### src/rtl/uart_tx_mmio.sv
// Memory-mapped 8N1 UART transmitter: DATA/STATUS register window, small TX FIFO,
// and a registered serialiser so the tx line never glitches.
module uart_tx_mmio #(
    parameter logic [31:0] BASE_ADDR  = 32'h0000_4000,
    parameter int          CLK_DIV    = 104,
    parameter int          FIFO_DEPTH = 4
) (
    input  logic        clk,
    input  logic        rst,
    input  logic [31:0] mem_addr,
    input  logic [31:0] mem_wdata,
    input  logic [3:0]  mem_wstrb,
    input  logic        mem_rstrb,
    output logic [31:0] mem_rdata,
    output logic        sel,
    output logic        tx
);

    localparam int PTR_W  = $clog2(FIFO_DEPTH);
    localparam int CNT_W  = PTR_W + 1;
    localparam int BAUD_W = $clog2(CLK_DIV);
    localparam logic [BAUD_W-1:0] BAUD_LAST = BAUD_W'(CLK_DIV - 1);
    localparam logic [CNT_W-1:0]  FULL_CNT  = CNT_W'(FIFO_DEPTH);

    typedef enum logic [1:0] {IDLE, START, DATA, STOP} state_t;

    state_t            state, state_nxt;
    logic [BAUD_W-1:0] baud_cnt, baud_nxt;
    logic [2:0]        bit_idx, bit_nxt;
    logic [7:0]        shift, shift_nxt;
    logic              tx_q, tx_nxt;
    logic              pop;

    logic [7:0]       fifo_mem [FIFO_DEPTH];
    logic [PTR_W-1:0] wr_ptr, rd_ptr;
    logic [CNT_W-1:0] count;
    logic             overflow;

    logic full, empty, busy;
    logic push_req, push, ovf_clr;
    logic [31:0] status;

    // Upper strobes and address/data bits outside the byte lane are don't-care.
    logic unused_bits;
    assign unused_bits = ^{mem_addr[1:0], mem_wdata[31:8], mem_wstrb[3:1]};

    assign sel      = (mem_addr[31:3] == BASE_ADDR[31:3]);
    assign full     = (count == FULL_CNT);
    assign empty    = (count == '0);
    assign busy     = (state != IDLE);
    assign push_req = sel & ~mem_addr[2] & mem_wstrb[0];
    assign push     = push_req & ~full;
    assign ovf_clr  = sel & mem_addr[2] & mem_wstrb[0] & mem_wdata[3];
    assign status   = {23'd0, 5'(count), overflow, empty, full, busy};
    assign tx       = tx_q;

    always_comb begin
        state_nxt = state;
        baud_nxt  = baud_cnt;
        bit_nxt   = bit_idx;
        shift_nxt = shift;
        tx_nxt    = tx_q;
        pop       = 1'b0;
        case (state)
            IDLE: begin
                tx_nxt = 1'b1;
                if (!empty) begin
                    pop       = 1'b1;
                    shift_nxt = fifo_mem[rd_ptr];
                    baud_nxt  = BAUD_LAST;
                    bit_nxt   = 3'd0;
                    tx_nxt    = 1'b0;
                    state_nxt = START;
                end
            end
            START: begin
                if (baud_cnt == '0) begin
                    baud_nxt  = BAUD_LAST;
                    tx_nxt    = shift[0];
                    state_nxt = DATA;
                end else begin
                    baud_nxt = baud_cnt - 1'b1;
                end
            end
            DATA: begin
                if (baud_cnt == '0) begin
                    baud_nxt = BAUD_LAST;
                    if (bit_idx == 3'd7) begin
                        tx_nxt    = 1'b1;
                        state_nxt = STOP;
                    end else begin
                        // tx takes the next bit in the same edge as the shift
                        shift_nxt = {1'b0, shift[7:1]};
                        bit_nxt   = bit_idx + 3'd1;
                        tx_nxt    = shift[1];
                    end
                end else begin
                    baud_nxt = baud_cnt - 1'b1;
                end
            end
            STOP: begin
                if (baud_cnt == '0) begin
                    tx_nxt    = 1'b1;
                    state_nxt = IDLE;
                end else begin
                    baud_nxt = baud_cnt - 1'b1;
                end
            end
            default: begin
                tx_nxt    = 1'b1;
                state_nxt = IDLE;
            end
        endcase
    end

    always_ff @(posedge clk or negedge rst) begin
        if (!rst) begin
            state    <= IDLE;
            baud_cnt <= '0;
            bit_idx  <= 3'd0;
            tx_q     <= 1'b1;
        end else begin
            state    <= state_nxt;
            baud_cnt <= baud_nxt;
            bit_idx  <= bit_nxt;
            tx_q     <= tx_nxt;
        end
    end

    always_ff @(posedge clk) begin
        shift <= shift_nxt;
        if (push)
            fifo_mem[wr_ptr] <= mem_wdata[7:0];
    end

    // Fullness is judged on the start-of-cycle count, so a same-cycle pop never rescues a push.
    always_ff @(posedge clk or negedge rst) begin
        if (!rst) begin
            wr_ptr    <= '0;
            rd_ptr    <= '0;
            count     <= '0;
            overflow  <= 1'b0;
            mem_rdata <= 32'd0;
        end else begin
            if (push)
                wr_ptr <= wr_ptr + PTR_W'(1);
            if (pop)
                rd_ptr <= rd_ptr + PTR_W'(1);
            case ({push, pop})
                2'b10:   count <= count + CNT_W'(1);
                2'b01:   count <= count - CNT_W'(1);
                default: count <= count;
            endcase
            if (push_req && full)
                overflow <= 1'b1;
            else if (ovf_clr)
                overflow <= 1'b0;
            if (sel && mem_rstrb)
                mem_rdata <= mem_addr[2] ? status : 32'd0;
        end
    end

endmodule

### config.mk
export PLATFORM = sky130hd
export DESIGN_NAME = uart_tx_mmio
export DESIGN_NICKNAME = d
export VERILOG_FILES = /design/src/rtl/uart_tx_mmio.sv
export SDC_FILE = /design/constraint.sdc
export NUM_CORES = 1
export LEC_CHECK = 0
export ABC_AREA = 1
export CORE_MARGIN = 2
export CORE_UTILIZATION = 35
export DETAILED_ROUTE_END_ITERATION = 10
export HOLD_SLACK_MARGIN = 0.02
export MAX_ROUTING_LAYER = met4
export SYNTH_ARGS = -nofsm -noshare
export SYNTH_HDL_FRONTEND = slang
export SYNTH_SLANG_ARGS = --single-unit
### constraint.sdc
create_clock -name clk -period 2.19 [get_ports clk]
set_input_delay 0.438 -clock clk [delete_from_list [all_inputs] [get_ports clk]]
set_output_delay 0.438 -clock clk [all_outputs]
set_load 0.05 [all_outputs]
[Word-level counts from Yosys, hierarchy flattened]
Memories as Yosys holds them, arrays and structs flattened.
Index checks and enable logic that the tools add are counted.
Widths: inputs -> output; s select.
Word-level totals
  register bits: 61
  memory bits (writable): 32
  input port bits: 71
  logic and storage cells: 86
  memories: 1
Memories
  fifo_mem: depth 4, bits a word 8, rd ports 1, clocked after Yosys merged registers in 0, wr ports 1, line 34  | logic [7:0] fifo_mem [FIFO_DEPTH];
Operators by class
  add/subtract/negate cells: 6
  equal/unequal tests: 15
  mux-type cells: 32
  bitwise logic cells: 8
  reduce and logical (&&, ||, !) cells: 14
Operators with widths (number)
  $eq 29x12->1 const B: 1
  $mux 7: 4
  $mux 8: 3
  $pmux 7 s3: 1
  $pmux 8 s2: 1
  $ne 2x2->1 const B: 7
  $pmux 3 s2: 2
  $mux 1: 11
  $mux 2: 5
  $mux 3: 3
  $pmux 2 s4: 1
  $reduce_bool 2->1: 4
  $logic_not 7->1: 1
  $sub 7x1->7 const B: 1
  $add 3x1->3 const B: 2
  $and 1x1->1: 6
  $eq 2x2->1 const B: 3
  $eq 3x3->1 const B: 2
  $reduce_and 5->1: 1
  $add 2x1->2 const B: 2
  $eq 2x1->1 const B: 2
  $pmux 1 s4: 1
  $reduce_and 4->1: 1
  $logic_not 3->1: 1
  other kinds (7): 9

[Logic depth before layout (Yosys ltp)]
  depth in word-level cells: 6
  depth in mapped cells: 13
  depth with buffers taken out: 13

[Worst setup path before layout]
Ideal clock, no wire load.
  path kind: in2reg
  start: input port mem_addr[24]
  end: register count[1]
  setup time: 0.083 ns
  arrival: 2.156 ns
  slack: -0.048 ns
  stages: 10
  buffers on the path: 0
  cells stage by stage: nor2_1 -> nand2_1 -> nor2_1 -> nand2_1 -> nor2_4 -> nand4_2 -> ha_1 -> inv_1 -> fa_1 -> o21ai_0
Between the ends
  longest elaborated chain between the ends: 6
  elaborated cells on any way between the ends: 8
  classes of those cells: eq/ne (3); mux (1); bitwise (3); reduce/logical (1)
Ends and longest elaborated chain
  start, declared: line 10  | input logic [31:0] mem_addr,
  $eq 29x12->1 *: line 47  | assign sel = (mem_addr[31:3] == BASE_ADDR[31:3]);
  named net sel: line 15  | output logic sel,
  $and 1x1->1 * (2 in a row): line 51  | assign push_req = sel & ~mem_addr[2] & mem_wstrb[0];
  $and 1x1->1 *: line 52  | assign push = push_req & ~full;
  $eq 2x1->1 or $eq 2x2->1 (tied branches): line 149  | case ({push, pop})
  $pmux 3 s2 or $reduce_bool 2->1 (tied branches)
  end signal, assigned: line 150  | 2'b10: count <= count + CNT_W'(1);
  end signal, assigned: line 151  | 2'b01: count <= count - CNT_W'(1);
  end signal, assigned: line 152  | default: count <= count;
  end, declared: line 36  | logic [CNT_W-1:0] count;
Mark *: on every way through the listed nets, which the timed path passes. The rest lies on a longest branch.
A chain may end at the register's enable or synchronous reset.

[Worst setup path after layout]
  start: register tx_q, in the netlist tx
  end: output port tx
RTL lines
  start, declared: line 31  | logic tx_q, tx_nxt;
  start signal, assigned: line 126  | tx_q <= tx_nxt;
  end, declared: line 16  | output logic tx
No word-level cell between the ends.

==> reports/metrics.cfg <==
[outcome]
status = complete, no violations

[logic_synthesis]
netlist.top_cell.by_area = edfxtp_1
synthTopCellsByArea = edfxtp_1 34%, dfrtp_1 19%, nor2_1 8.3%
syn-mean-instance-area_um2 = 9.161
synth_top_area_frac = 0.3379
synth_most_common_cell = nor2_1
yosysUniqueCellTypes = 36
synthTopCellsByCount = 79 x nor2_1, 68 x nand2_1, 44 x inv_1
ys_warn_count = 0
synthFlopType = edfxtp_1
synth_cells = 388
synth-async-reset-ratio = 0.4118
synth-edff-count = 40
syn_area_um2 = 3555
synth_seq_cells = 68
ys_seq_area_frac = 0.5354

[sta]
slew_viol_final = 0
worst_slew_pin_slew_ps = 497.0
period_needed_ps = 2121
min_period_over_period = 0.9685
hold_viol = 0
fmax_ghz = 0.4715
fin_hold_ws_ps = 467.5
worst_clock_skew_ps = 12.14
finalSetupViolCount = 0
relSlewSlack = 0.6676

[min_path]
hp-class = input port to asynchronous set/reset pin

[critical_path]
max_stage_delay_ps = 790
crit_arrival_ps = 1680
required_ps = 1750
end_kind = primary output
cp_slowest_cell = clkdlybuf4s50_1
path_class = register to primary output
cp_top_family = buffers and inverters
path_max_fanout = 2
path_cells = clkdlybuf4s50_1
path_buf_inv = 1
start_kind = register

[clocking]
cts-buffers-inserted = 9
h-tree-depth = 3
cts_max_path_buffers = 2
cts_tree = built
insertion_delay_ps = 360
cts_sinks = 68
root_buffer = clkbuf_8
clk_pin_slew_ps = 80
post-cts-setup-buffer-count = 0

[route]
dr.pass1.iters = 4
drt-total-wl_mm = 6.940
viasPerCell = 4.413
vias = 2626
wl_per_cell_um = 11.66
post-route-drc-count = 0
drtAntennaViolNets = 0
first_iter_violations = 126

[finish]
area_growth_pct = 26.08
final_util = 0.4564
drive_gt1_frac = 0.1342
fill_cells = 969
diodes = 0
multiInputGateArea_um2 = 1343
seqCellArea_um2 = 1903
nets = 541

[global_route]
grt_start_max_net_pins = 29
grt.overflow.total = 0
grt_util_all_layers = 0.1397
antenna_found_initial = 0
first_global_vias = 2496
grt_pass1_wl_mm = 11.67

[placed_design]
port_buffers = 50
place_congestion = 0.7927
dp_hpwl_mm = 5.038

[power_and_ir_drop]
leakage_nw = 1.990
ir_drop_uv = 310.9
p_per_area_nw_per_um2 = 631.1

[floorplan]
ioPinCount = 105
start_util = 0.3620
die_w_um = 104.8
coreArea_um2 = 9819
dieArea_um2 = 10980
rows = 36
die_y_um = 104.8

[run]
max-cap-violations = 0

## registers in the layout, indices dropped and copies added (netlist names), 2 cells and up
name       cells
count          3
fifo_mem      32
baud_cnt       7
bit_idx        3
mem_rdata      7
rd_ptr         2
wr_ptr         2
state          2
shift          8
## layout make-up
cell class | instances | area share
clock inverter | 7 | 0.02736
multi-input combinational | 262 | 0.2996
clock buffer | 9 | 0.02764
tap | 133 | 0.03713
sequential | 68 | 0.4246
timing repair buffer | 67 | 0.1424
inverter | 49 | 0.04132
## stage by stage
stage	setup slack, ps	power [mW]	area, um^2	setup TNS (ps)	std cells
after floorplan	9.837	1.527	3654	0	412
after global placement	-191.3	1.586	4228	-1305	579
after detailed placement	-233.2	1.589	4228	-2148	579
after CTS	45.49	2.853	4474	0	595
after global routing	-6.355	2.920	4482	-11.70	595
final	68.92	2.828	4482	0	595
## cells by family after synthesis
kind of cell	after synthesis	share of synthesized area
adders and majority gates	13	0.04787
AOI/OAI and AO/OA	52	0.08695
other	1	0.001055
DFF	68	0.5354
buffers and inverters	82	0.1169
and+or+nand+nor	168	0.2020
xor gates and xnor gates	4	0.009857
## layer usage
metal  share of wire  track usage
met2            0.49       0.2287
met1            0.44       0.1592
met5               0            -
met4           0.020      0.05524
met3           0.051      0.04492
## layout by cell type, fill, tap and decap left out, drive strengths merged
master / instances
nor2: 81
nand2: 72
xor2: 3
nand4: 1
o21ai: 36
o22ai: 1
a21oi: 6
nor3: 3
dfstp: 1
o31ai: 1
clkinvlp: 2
clkbuf: 9
o211ai: 2
a31oi: 6
conb: 25
bufinv: 3
dfrtp: 27
inv: 49
buf: 18
clkdlybuf4s50: 49
nand3: 11
clkinv: 2
xnor2: 1
ha: 12
fa: 1
edfxtp: 40
## worst paths after layout
kind                                     end  slack [ps]  cells past startpoint    startpoint
worst max-delay path                      tx          70                      1            tx
worst min-delay path             baud_cnt[3]         470                      2           rst
worst max register to register      shift[4]         210                      8      state[0]
worst min register to register  mem_rdata[4]         480                      2  mem_rdata[4]
max in group asynchronous                 tx        1420                      2           rst
min in group clk                mem_rdata[4]         480                      2  mem_rdata[4]
## where the power goes
| group | total [mW] | internal (mW) | switching, mW |
|---|---|---|---|
| Sequential | 1.35 | 1.35 | 0.00000000818 |
| Clock | 1.27 | 0.761 | 0.508 |
| Combinational | 0.204 | 0.0727 | 0.132 |
## timing repair
action / CTS / global route
hold buffers: 0 / 0
gates resized for setup: 0 / 4
setup endpoints to repair: 0 / 2
Power figures use the tool's default switching activity.
